$ cat config.mk
export PLATFORM = sky130hd
export DESIGN_NAME = dispatch_queue_flat
export DESIGN_NICKNAME = d
export VERILOG_FILES = /design/src/rtl/dispatch_queue_pkg.sv /design/src/rtl/dispatch_queue_if.sv /design/src/rtl/dispatch_queue.sv /design/src/flat_wrapper.sv
export SDC_FILE = /design/constraint.sdc
export NUM_CORES = 1
export LEC_CHECK = 0
export BUFFER_PORTS_ARGS = -buffer_cell sky130_fd_sc_hd__buf_2
export CAP_MARGIN = 30
export CORE_MARGIN = 8
export CORE_UTILIZATION = 45
export DETAILED_ROUTE_END_ITERATION = 10
export GPL_TIMING_DRIVEN = 0
export PLACE_DENSITY = 0.72
export SYNTH_ARGS = -nofsm -noshare
export SYNTH_HDL_FRONTEND = slang
export SYNTH_SLANG_ARGS = --single-unit
$ cat constraint.sdc
create_clock -name clk -period 4.8 [get_ports clk]
set_input_delay 1.44 -clock clk [delete_from_list [all_inputs] [get_ports clk]]
set_output_delay 1.44 -clock clk [all_outputs]
set_load 0.03 [all_outputs]
$ cat src/rtl/dispatch_queue_pkg.sv
// Shared types and constants for the decode -> reservation station dispatch queue.
package dispatch_queue_pkg;

  localparam int DEPTH_DEFAULT  = 8;
  localparam int NUM_RS_DEFAULT = 4;
  localparam int ST_W           = 3;

  // Reservation station codes carried in rs_station
  localparam int RS_NONE   = 0;
  localparam int RS_ALU    = 1;
  localparam int RS_MULDIV = 2;
  localparam int RS_BRANCH = 3;
  localparam int RS_LSU    = 4;

  localparam logic [5:0] OP_ADDIU = 6'h09;
  localparam logic [5:0] OP_LW    = 6'h23;

  typedef struct packed {
    logic [5:0]      opcode;
    logic [4:0]      rd;
    logic [4:0]      rs1;
    logic [15:0]     imm;
    logic            is_noop;
    logic [ST_W-1:0] rs_station;
  } decoded_instruction;

  // True when the station code names a real station (1..nrs)
  function automatic logic rs_code_valid(input logic [ST_W-1:0] st, input int nrs);
    return (int'(st) >= 1) && (int'(st) <= nrs);
  endfunction

endpackage

$ cat src/rtl/dispatch_queue_if.sv
// Handshake bundle between decoder/reservation stations and the dispatch queue.
interface dispatch_queue_if
  import dispatch_queue_pkg::*;
#(
  parameter int DEPTH  = DEPTH_DEFAULT,
  parameter int NUM_RS = NUM_RS_DEFAULT
) ();

  logic                     flush;
  logic                     in_valid;
  decoded_instruction       in_instr;
  logic                     in_ready;
  logic [NUM_RS-1:0]        rs_ready;
  logic                     out_valid;
  decoded_instruction       out_instr;
  logic [NUM_RS-1:0]        out_fire;
  logic [$clog2(DEPTH):0]   count;

  // Environment side: decoder, stations and redirect logic
  modport master (
    output flush, in_valid, in_instr, rs_ready,
    input  in_ready, out_valid, out_instr, out_fire, count
  );

  // Queue side
  modport slave (
    input  flush, in_valid, in_instr, rs_ready,
    output in_ready, out_valid, out_instr, out_fire, count
  );

endinterface

$ cat src/rtl/dispatch_queue.sv
// In-order dispatch queue: drops no-ops at the input, issues the head entry to
// its reservation station when that station is ready, flushes on redirect.
module dispatch_queue
  import dispatch_queue_pkg::*;
#(
  parameter int DEPTH  = DEPTH_DEFAULT,
  parameter int NUM_RS = NUM_RS_DEFAULT
) (
  input  logic             clk,
  input  logic             rst_n,
  dispatch_queue_if.slave  bus
);

  localparam int            PW         = $clog2(DEPTH);
  localparam int            CW         = PW + 1;
  localparam logic [CW-1:0] FULL_COUNT = CW'(DEPTH);

  decoded_instruction r_mem [DEPTH];
  logic [PW-1:0]      r_rd_ptr;
  logic [PW-1:0]      r_wr_ptr;
  // Kept separately from the pointers so full and empty never alias
  logic [CW-1:0]      r_count;

  logic               w_in_ready;
  logic               w_out_valid;
  logic               w_store;
  logic               w_issue_ok;
  logic               w_issue;
  logic [NUM_RS-1:0]  w_fire;
  decoded_instruction w_head;

  // Readiness depends on registered occupancy only, never on rs_ready
  assign w_in_ready  = rst_n && (r_count < FULL_COUNT);
  assign w_out_valid = (r_count != '0);
  assign w_head      = r_mem[r_rd_ptr];

  // Invalid station codes and no-ops are consumed but never stored
  assign w_store = bus.in_valid && w_in_ready && !bus.flush &&
                   !bus.in_instr.is_noop &&
                   rs_code_valid(bus.in_instr.rs_station, NUM_RS);

  assign w_issue_ok = w_out_valid && !bus.flush;

  // One fire bit per station; only the head's station can match, so at most one is set
  generate
    for (genvar gi = 0; gi < NUM_RS; gi++) begin : g_fire
      assign w_fire[gi] = w_issue_ok && bus.rs_ready[gi] &&
                          (w_head.rs_station == ST_W'(gi + 1));
    end
  endgenerate

  assign w_issue = |w_fire;

  assign bus.in_ready  = w_in_ready;
  assign bus.out_valid = w_out_valid;
  assign bus.out_instr = w_head;
  assign bus.out_fire  = w_fire;
  assign bus.count     = r_count;

  // Entry storage; contents are don't-care until written, so no reset
  always_ff @(posedge clk) begin
    if (w_store) begin
      r_mem[r_wr_ptr] <= bus.in_instr;
    end
  end

  // Pointer and occupancy update; flush empties the queue on the next edge
  always_ff @(posedge clk or negedge rst_n) begin
    if (!rst_n) begin
      r_rd_ptr <= '0;
      r_wr_ptr <= '0;
      r_count  <= '0;
    end else if (bus.flush) begin
      r_rd_ptr <= '0;
      r_wr_ptr <= '0;
      r_count  <= '0;
    end else begin
      if (w_store) begin
        r_wr_ptr <= r_wr_ptr + 1'b1;
      end
      if (w_issue) begin
        r_rd_ptr <= r_rd_ptr + 1'b1;
      end
      case ({w_store, w_issue})
        2'b10:   r_count <= r_count + 1'b1;
        2'b01:   r_count <= r_count - 1'b1;
        default: r_count <= r_count;
      endcase
    end
  end

endmodule

$ cat src/flat_wrapper.sv
// flat-port wrapper written by rule: the top's interface ports become plain ports
module dispatch_queue_flat import dispatch_queue_pkg::*;
#(
  parameter int DEPTH  = DEPTH_DEFAULT,
  parameter int NUM_RS = NUM_RS_DEFAULT
)
  (clk, rst_n, bus_flush, bus_in_valid, bus_in_instr, bus_rs_ready, bus_in_ready, bus_out_valid, bus_out_instr, bus_out_fire, bus_count);
  dispatch_queue_if #(.DEPTH(DEPTH), .NUM_RS(NUM_RS)) bus_i ();
  input  logic clk;
  input  logic rst_n;
  input wire logic [$bits(bus_i.flush)-1:0] bus_flush;
  input wire logic [$bits(bus_i.in_valid)-1:0] bus_in_valid;
  input wire logic [$bits(bus_i.in_instr)-1:0] bus_in_instr;
  input wire logic [$bits(bus_i.rs_ready)-1:0] bus_rs_ready;
  output wire logic [$bits(bus_i.in_ready)-1:0] bus_in_ready;
  output wire logic [$bits(bus_i.out_valid)-1:0] bus_out_valid;
  output wire logic [$bits(bus_i.out_instr)-1:0] bus_out_instr;
  output wire logic [$bits(bus_i.out_fire)-1:0] bus_out_fire;
  output wire logic [$bits(bus_i.count)-1:0] bus_count;
  assign bus_i.flush = bus_flush;
  assign bus_i.in_valid = bus_in_valid;
  assign bus_i.in_instr = bus_in_instr;
  assign bus_i.rs_ready = bus_rs_ready;
  assign bus_in_ready = bus_i.in_ready;
  assign bus_out_valid = bus_i.out_valid;
  assign bus_out_instr = bus_i.out_instr;
  assign bus_out_fire = bus_i.out_fire;
  assign bus_count = bus_i.count;
  dispatch_queue #(.DEPTH(DEPTH), .NUM_RS(NUM_RS)) u_core (.clk(clk), .rst_n(rst_n), .bus(bus_i));
endmodule
* Word level (Yosys, flattened, before mapping)
Memory sizes are Yosys's and may differ from the RTL's.
Cells that the tools add are included.
** Operators by class
- $add $sub $neg :: 4
- Equal/unequal tests :: 6
- $lt $le $gt $ge :: 3
- Multipliers :: 0
- Div/mod/pow operators :: 0
- Bitwise operators :: 0
- Reduce and logical (&&, ||, !) cells :: 22
- Mux-type cells :: 8
- Shifts and indexed selects :: 0
** Operator list (count)
- 1-bit logical AND :: 15
- 3-bit two-way mux :: 4
- 4-bit one-hot mux with 2 select lines :: 1
- 3-bit by 1-bit adder with 3-bit output, second input constant :: 2
- 3-bit by 2-bit == test with 1-bit output, second input constant :: 2
- 4-bit by 1-bit adder with 4-bit output, second input constant :: 1
- 4-bit less-than comparator, second input constant :: 1
- 4-bit two-way mux :: 1
- 2-bit nonzero test :: 2
- 4-bit nonzero test :: 1
- 4-bit OR reduction :: 1
- 4-bit by 1-bit subtractor with 4-bit output, second input constant :: 1
- 3-bit by 1-bit == test with 1-bit output, second input constant :: 1
- 3-bit == test, second input constant :: 1
- 3-bit by 1-bit >= comparator with 1-bit output, second input constant :: 1
- 3-bit <= comparator, second input constant :: 1
- 3-bit nonzero test :: 1
- 2-bit by 1-bit == test with 1-bit output, second input constant :: 1
- 2-bit == test, second input constant :: 1
- 1-bit zero test :: 2
- 1-bit two-way mux :: 2
** Word-level totals
- Memories kept :: 1
- RAM bits :: 288
- Logic and storage cells :: 47
- Memory bits (read-only) :: 0
- Bits of input ports :: 44
- Latch bits :: 0
- Output and inout bits :: 46
- Flip-flop bits (word level) :: 10
** Memories
- u_core.r_mem :: depth 8, width 36, read ports 1, clocked after memory_dff 0, wr ports 1, RTL line dispatch_queue.sv:18 : decoded_instruction r_mem [DEPTH];

* Logic depth before layout (Yosys ltp)
Gate-level depths: netlist of the first run.
- Depth after elaboration :: 9
- Gate-level depth with buffers :: 13
- Gate-level depth less buffers :: 11

* Least setup slack after synthesis of the first run
No wires, ideal clock.
- Path kind :: input -> register
- From :: in rst_n
- To :: mem u_core.r_mem[4][0] in the netlist's numbering, enable pin
- Data arrival time :: 6.110 ns
- Setup slack :: -1.842 ns
- Cell stages on the path :: 3
- Path buffers :: 0
- Required time :: 4.268 ns
- Setup time :: 0.532 ns
- Cell sequence :: nor2b_1 -> nand3_2 -> nor4b_1
** Between the ends
- Word-level cells in the longest chain between the ends :: 7
** Ends and longest elaborated chain
- from (decl) :: RTL line flat_wrapper.sv:10 : input logic rst_n;
- 1-bit logical AND :: RTL line dispatch_queue.sv:33 : assign w_in_ready = rst_n && (r_count < FULL_COUNT);
- 1-bit logical AND (3 in a row) :: RTL line dispatch_queue.sv:38 : assign w_store = bus.in_valid && w_in_ready && !bus.flush &&
- 1-bit logical AND :: RTL line dispatch_queue.sv:39 : !bus.in_instr.is_noop &&
- 1-bit two-way mux :: RTL line dispatch_queue.sv:62 : if (w_store) begin
- 1-bit two-way mux (not written as such) :: RTL line dispatch_queue.sv:63 : r_mem[r_wr_ptr] <= bus.in_instr;
- to (decl) :: RTL line dispatch_queue.sv:18
Every way passes these cells.

* Final worst setup path of the first run
- From :: reg u_core.r_rd_ptr[1]
- To :: out bus_out_instr[28]
** Between the ends
- Word-level cells in the longest chain between the ends :: 1
** Ends and longest elaborated chain
- from (decl) :: RTL line dispatch_queue.sv:19 : logic [PW-1:0] r_rd_ptr;
- from (signal assigned) :: RTL line dispatch_queue.sv:82 : r_rd_ptr <= r_rd_ptr + 1'b1;
- memory read 8 x 36 bit
- to (decl) :: RTL line flat_wrapper.sv:17 : output wire logic [$bits(bus_i.out_instr)-1:0] bus_out_instr;
Every way passes these cells.

==> metrics.csv, run 1 <==
stage,metric,value,unit
sta,Final period util,94.4,%
logic_synthesis,number of flops mapped to enable cells by yosys,288,
placed_design,Setup WS pre-CTS,291,ps
clocking,clock tree from TritonCTS,built,
detailed_routing,violation count after the first detailed-route iteration,416,
clocking,clk sinks,298,
clocking,clock slew at reported path FFs,60,ps
placed_design,cell count after placement,947,
setup_path,number of cells on the worst reg-to-reg path,13,
clocking,H-Tree Level Count,1,
setup_path,launching instance or port of the critical path,u_core.r_rd_ptr[1]$_DFFE_PN0P_,
placed_design,final weighted congestion in routability-driven placement,0.728,
setup_path,CP Max Fanout,10,
setup_path,capture point of the critical path,bus_out_instr[28],
floorplan,starting density of the core,45.9,%
sta,final setup margin,268,ps
clocking,maximum clock insertion buffer count,3,
hold_path,class of the tightest hold or removal check,reg2reg,
clocking,worst skew pair latency,530,ps
logic_synthesis,most common flop cell mapped by yosys,edfxtp_1,
detailed_routing,drt total wl,23700,um
sta,final setup violation count,0,
global_route,global router's overall resource usage,15.5,%
logic_synthesis,mux contribution to synthesized area,17.8,%
clocking,setup fix buffers added after clock tree synthesis,0,
logic_synthesis,net count of the mapped netlist,551,
logic_synthesis,share of synthesized flip-flops with an asynchronous set or reset,3.36,%
detailed_routing,number of vias per cell,5.55,
logic_synthesis,largest family of logic cells by synthesized area,multiplexers,
logic_synthesis,xor and xnor fraction of the mapped netlist area,0.648,%
placed_design,number of buffers inserted by port buffering,89,
layout,area added between synthesis and finish,19.2,%
logic_synthesis,summed instance area of the synthesized netlist,11600,um^2
sta,Clock Skews,7.88,ps
setup_path,kind of start point of the critical path,flop,
floorplan,Die Area,31100,um^2
layout,Post-Layout Cell Count,1002,
detailed_routing,total number of vias,5564,
global_route,remaining global-route overflow,0,
logic_synthesis,fraction of the mapped netlist area in adder cells,0.605,%
sta,maximum clock frequency,0.221,GHz
logic_synthesis,Seq cells post-synth,298,
setup_path,slack of the worst reg-to-reg path,1000,ps
floorplan,Vert. Die Dim,176,um
floorplan,row cnt,58,
pwr,highest ir drop seen on vdd,0.287,mV
logic_synthesis,fraction of the mapped netlist area in compound gates,0.681,%
setup_path,endpoint of the worst register-to-register path,u_core.bus.count[3]$_DFFE_PN0P_,
setup_path,endpoint kind of the worst setup timing path,primary output,
layout,post-layout net count,698,
layout,count of filler cells inserted in the layout,1881,
layout,share of final-layout standard cells stronger than drive strength 1,43.4,%
sta,relative max-transition margin,33.1,%
pwr,PwrDens,367,nW/um^2
outcome,run status,"complete, no violations",
global_route,largest net degree at the start of global routing,21,
sta,clock period minus worst slack,4530,ps
setup_path,arrival time of data at the critical path endpoint,3090,ps
layout,post-route core utilization,54.7,%
sta,Worst Tran Pin Value,995,ps
detailed_routing,antenna violation net count after detailed routing,0,
floorplan,area of the core,25300,um^2
floorplan,die width,176,um
detailed_routing,routed len/inst,23.7,um
logic_synthesis,sequential area share after synthesis,76.8,%
pwr,standby leakage power,0.00452,uW
detailed_routing,number of detailed-route iterations in the first pass,4,
hold_path,Worst Min Path Start,u_core.bus.count[3]$_DFFE_PN0P_,
logic_synthesis,post-synthesis instance total,502,
layout,"commonest cells after routing, fill and taps aside","edfxtp_1 (288), buf_2 (91), mux4_2 (72)",
sta,summed negative setup slack over all endpoints,0,ps
pwr,Design Power,5070,uW
placed_design,half-perimeter wire length after placement,16000,um
floorplan,boundary pin count,90,
sta,pins over their slew limit,0,
sta,number of endpoints with negative hold slack in the final report,0,
logic_synthesis,warnings from Yosys,0,
clocking,number of buffers inserted during clock tree synthesis,28,
clocking,root buf cell,clkbuf_16,
logic_synthesis,simple-gate area share of the yosys netlist,2.41,%
setup_path,critical path required time,3360,ps
layout,"leading cell type in the layout, fill and taps excluded",edfxtp_1,
logic_synthesis,synthesized area per cell,23.1,um^2
detailed_routing,DRC errors left,0,
sta,unrepaired setup endpoints after global routing,no,
logic_synthesis,number of distinct library cells after synthesis,38,
global_route,antenna violations before repair,5,
run,max capacitance violation total,0,
setup_path,R2R Path Start,u_core.r_rd_ptr[1]$_DFFE_PN0P_,
setup_path,critical path class,reg2out,
global_route,wire length of the first global-routing pass,36300,um
global_route,number of global-route vias before repair,6026,
## repair_timing
item	4_1_cts	5_1_grt
endpoints found under the setup margin	33	29
gates resized for setup	8	3
hold endpoints to repair	0	0
hold buffers	0	0
## logic make-up (layout without fill, tap and decap cells)
kind of cell,Yosys count,in the layout
XOR/XNOR,7,7
AO/OA/AOI/OAI,10,10
other,0,1
multiplexers,111,111
flip-flops,298,298
AND/OR/NAND/NOR,44,44
adder cells (fa/ha/maj),5,5
buffers and inverters,27,196
## cells in the mapped netlist, drive strengths merged (3+ instances only)
cell type / number / area share, %
nor4b: 3 / 0.36
buf: 10 / 0.44
xor2: 3 / 0.23
nand2b: 3 / 0.16
mux4: 72 / 14
nor3: 3 / 0.13
nor2b: 3 / 0.16
inv: 3 / 0.097
nor3b: 5 / 0.32
edfxtp: 288 / 75
clkbuf: 14 / 0.45
nand2: 5 / 0.16
a21oi: 3 / 0.13
xnor2: 3 / 0.23
dfrtp: 10 / 2.2
and3: 3 / 0.16
ha: 4 / 0.43
mux2: 37 / 3.7
nor2: 11 / 0.36
## final cells by class
| class | instances | area, um^2 | share of cell area, % |
|---|---|---|---|
| Sequential cell | 298 | 8900 | 64.5 |
| Clock buffer | 40 | 797 | 5.77 |
| Multi-Input combinational cell | 177 | 2650 | 19.2 |
| Tap cell | 330 | 413 | 2.99 |
| Inverter | 3 | 11.3 | 0.0816 |
| Buffer | 24 | 125 | 0.906 |
| Timing Repair Buffer | 117 | 823 | 5.96 |
| Clock inverter | 12 | 86.3 | 0.625 |
| Antenna cell | 1 | 2.50 | 0.0181 |
## critical path, stage by stage, from the launching register on
cell and delay, ps:
dfrtp_1 340, clkbuf_1 530, clkbuf_2 420, clkbuf_2 390, mux4_2 380, mux2_2 310
buf_2 190
## sequential cells by signal, summed over array words and instances, names as in the netlist
register and cells:
u_core.r_mem 288, u_core.bus.count 4, u_core.r_rd_ptr 3, u_core.r_wr_ptr 3
## how the worst min path moves through the flow
stage,endpoint,slack [ps],cells after the start
after floorplan,u_core.r_rd_ptr[1]$_DFFE_PN0P_,590,3
after global placement,u_core.bus.count[3]$_DFFE_PN0P_,580,2
after detailed placement,u_core.bus.count[3]$_DFFE_PN0P_,590,2
after CTS,u_core.bus.count[3]$_DFFE_PN0P_,600,2
after global routing,u_core.bus.count[3]$_DFFE_PN0P_,630,2
final,u_core.bus.count[3]$_DFFE_PN0P_,610,2
## metrics by stage
stage,hold WS [ps],area [um^2]
6_report,610,13800
5_1_grt,633,13800
4_1_cts,602,13800
3_5_place_dp,587,12900
3_3_place_gp,576,12500
2_1_floorplan,593,11600
## power by group
group / switching (uW) / leakage, uW / internal [uW]
Combinational: 71.9 / 0.00136 / 39.7
Clock: 895 / 0.000431 / 1210
Sequential: 2.64 / 0.00273 / 2850
## metal layers
layer	vias up	wire length, um	global-route usage, %
met2	181	12800	27.9
li1	2406	-	-
met1	2920	9050	18.5
met3	49	1190	2.93
met5	-	46	0
met4	8	591	4.76
Note: power is estimated with default switching activity, not from simulation.
==> run 2: changes to the inputs <==
==> constraint.sdc (replaced) <==
create_clock -name clk -period 4.8 [get_ports clk]
set_input_delay 0.48 -clock clk [delete_from_list [all_inputs] [get_ports clk]]
set_output_delay 0.48 -clock clk [all_outputs]
set_load 0.03 [all_outputs]
==> run 2 against run 1 <==
Combinational power is essentially flat. Sequential power about the same. Setup slack improved by 530 ps. Routed wire length shrank 1.3%. Global-route usage shrank 0.32 points. Total power up 2.1%. First-iteration DRC count grew 12%. Non-clock buffer count increased by 4. Largest power group unchanged. Highest routed layer unchanged.
==> metrics.csv, run 2 (synthesis gave the netlist of run 1 again) <==
stage,metric,value,unit,change
detailed_routing,antenna violation net count after detailed routing,0,,unchanged
detailed_routing,routed len/inst,23.3,um,was 23.7 um
setup_path,CP Max Fanout,10,,unchanged
placed_design,half-perimeter wire length after placement,15700,um,was 16000 um
detailed_routing,number of detailed-route iterations in the first pass,4,,unchanged
sta,maximum clock frequency,0.250,GHz,was 0.221 GHz
setup_path,slack of the worst reg-to-reg path,970,ps,was 1000 ps
pwr,PwrDens,374,nW/um^2,was 367 nW/um^2
detailed_routing,number of vias per cell,5.49,,was 5.55
clocking,root buf cell,clkbuf_16,,unchanged
placed_design,final weighted congestion in routability-driven placement,0.724,,was 0.728
setup_path,critical path required time,4320,ps,was 3360 ps
layout,final cell area excluding filler cells,13900,um^2,was 13800 um^2
sta,clock period minus worst slack,4000,ps,was 4530 ps
setup_path,Crit path top cell by count,clkbuf_1,,was clkbuf_2
sta,final setup violation count,0,,unchanged
layout,area added between synthesis and finish,19.6,%,was 19.2%
detailed_routing,violation count after the first detailed-route iteration,465,,was 416
setup_path,kind of start point of the critical path,flop,,unchanged
detailed_routing,drt total wl,23400,um,was 23700 um
layout,Post-Layout Cell Count,1006,,was 1002
global_route,wire length of the first global-routing pass,35400,um,was 36300 um
floorplan,Vert. Die Dim,176,um,unchanged
clocking,number of buffers inserted during clock tree synthesis,29,,was 28
placed_design,placed cell area,12900,um^2,about the same
setup_path,top cell family by delay on the critical path,buffers and inverters,,unchanged
layout,count of filler cells inserted in the layout,1899,,was 1881
pwr,highest ir drop seen on vdd,0.197,mV,was 0.287 mV
floorplan,die width,176,um,unchanged
detailed_routing,total number of vias,5519,,was 5564
clocking,clk sinks,298,,unchanged
layout,number of antenna cells inserted,0,,was 1
run,max capacitance violation total,0,,unchanged
global_route,number of global-route vias before repair,5922,,was 6026
sta,Clock Skews,12.4,ps,was 7.88 ps
outcome,run status,"complete, no violations",,unchanged
clocking,worst skew pair latency,540,ps,was 530 ps
clocking,H-Tree Level Count,1,,unchanged
floorplan,area of the core,25300,um^2,unchanged
setup_path,arrival time of data at the critical path endpoint,3520,ps,was 3090 ps
layout,number of flip-flops under the largest register name,288,,unchanged
sta,number of endpoints with negative hold slack in the final report,0,,unchanged
setup_path,Critical Path Slowest Stage Cell,clkbuf_1,,unchanged
floorplan,row cnt,58,,unchanged
clocking,clock slew at reported path FFs,60,ps,about the same
layout,area taken by multi-input logic gates,2640,um^2,was 2650 um^2
layout,"leading cell type in the layout, fill and taps excluded",edfxtp_1,,unchanged
layout,post-layout net count,703,,was 698
layout,largest reg by FF count,u_core.r_mem,,unchanged
pwr,Design Power,5180,uW,was 5070 uW
floorplan,Die Area,31100,um^2,unchanged
global_route,remaining global-route overflow,0,,unchanged
placed_design,number of buffers inserted by port buffering,89,,unchanged
floorplan,boundary pin count,90,,unchanged
global_route,largest net degree at the start of global routing,20,,was 21
sta,post-route worst hold slack,208,ps,was 610 ps
hold_path,class of the tightest hold or removal check,in2reg,,was reg2reg
sta,Final period util,83.3,%,was 94.4%
sta,pins over their slew limit,0,,unchanged
floorplan,starting density of the core,45.9,%,unchanged
setup_path,cell chain of the critical path,clkbuf_1 -> clkbuf_1 -> clkbuf_1 -> mux4_2 -> mux2_2 -> buf_2,,was clkbuf_1 -> clkbuf_2 -> clkbuf_2 -> mux4_2 -> mux2_2 -> buf_2
layout,"commonest cells after routing, fill and taps aside","edfxtp_1 (288), buf_2 (92), mux4_2 (72)",,"was edfxtp_1 (288), buf_2 (91), mux4_2 (72)"
global_route,global router's overall resource usage,15.1,%,was 15.5%
clocking,clock tree from TritonCTS,built,,unchanged
setup_path,endpoint kind of the worst setup timing path,primary output,,unchanged
setup_path,critical path class,reg2out,,unchanged
setup_path,"slowest stage delay, CP",610,ps,was 530 ps
pwr,standby leakage power,0.00454,uW,was 0.00452 uW
layout,Sequential cell area,8900,um^2,unchanged
sta,Worst Tran Pin Value,962,ps,was 995 ps
setup_path,worst path bufs/invs,4,,unchanged
clocking,maximum clock insertion buffer count,3,,unchanged
detailed_routing,DRC errors left,0,,unchanged
placed_design,cell count after placement,949,,was 947
sta,unrepaired setup endpoints after global routing,no,,unchanged
sta,relative max-transition margin,35.5,%,was 33.1%
global_route,antenna violations before repair,2,,was 5
layout,share of final-layout standard cells stronger than drive strength 1,42.3,%,was 43.4%
sta,summed negative setup slack over all endpoints,0,ps,unchanged
-- run 2: changes by cell type in the layout (fill, tap and decap cells not counted), sizes merged, moves of 2 or more --
cell / before / now
clkinv: 9 / 11
clkdlybuf4s15: 2 / 0
buf: 124 / 130
clkbuf: 55 / 52
bufinv: 1 / 3
-- run 2: area by class of cell --
class	count	share of cell area [%]
well taps	330	2.98
repair buffers	121	6.18
flip-flops and latches	298	64.2
clock buffers	38	5.70
clock inverters	15	1.04
multi-input cells	177	19.1
plain buffers	24	0.749
inverters	3	0.0813
-- run 2: worst paths after layout --
path	end	depth (start not counted)	startpoint
worst max register to register	u_core.bus.count[1]$_DFFE_PN0P_	11	u_core.r_rd_ptr[1]$_DFFE_PN0P_
worst min-delay path	u_core.r_mem[0][19]$_DFFE_PP_	1	bus_in_instr[19]
worst max-delay path	bus_out_instr[33]	6	u_core.r_rd_ptr[1]$_DFFE_PN0P_
max in group asynchronous	u_core.r_rd_ptr[1]$_DFFE_PN0P_	2	rst_n
worst min register to register	u_core.bus.count[3]$_DFFE_PN0P_	2	u_core.bus.count[3]$_DFFE_PN0P_
min in group asynchronous	u_core.r_wr_ptr[0]$_DFFE_PN0P_	2	rst_n
-- run 2: repair_timing --
action,4_1_cts,5_1_grt
setup buffers,0,0
hold endpoints to repair,10,0
hold buffers,1,0
gates resized for setup,0,0
-- run 2: routing by layer --
layer / part of all wire (%) / track usage (%) / vias to the layer above
met3: 4.1 / 2.61 / 44
met2: 54 / 27.6 / 139
met5: 0.081 / 0 / -
met4: 2.2 / 4.66 / 4
met1: 40 / 18.0 / 2914
li1: - / - / 2418
-- run 2: metrics by stage --
step                      util, %  worst slack, ps
after CTS                    54.7              761
final                        54.9              802
after floorplan                 -             -199
after global placement       49.3            -2930
after global routing         54.9              643
after detailed placement     51.0             1010
-- run 2: report_power, final --
part	internal (uW)	switching, uW
clock network	1310	900
logic	40.6	71.6
registers	2860	2.74
total	4200	974
-- run 2: worst register-to-register path: cells and delay by family, from the launching register on --
kind | cells | cell delay (ps)
muxes | 3 | 1050
buffers and inverters | 2 | 790
adders and majority gates | 1 | 520
AOI/OAI and AO/OA | 2 | 510
and+or+nand+nor | 3 | 510
DFF | 1 | 350
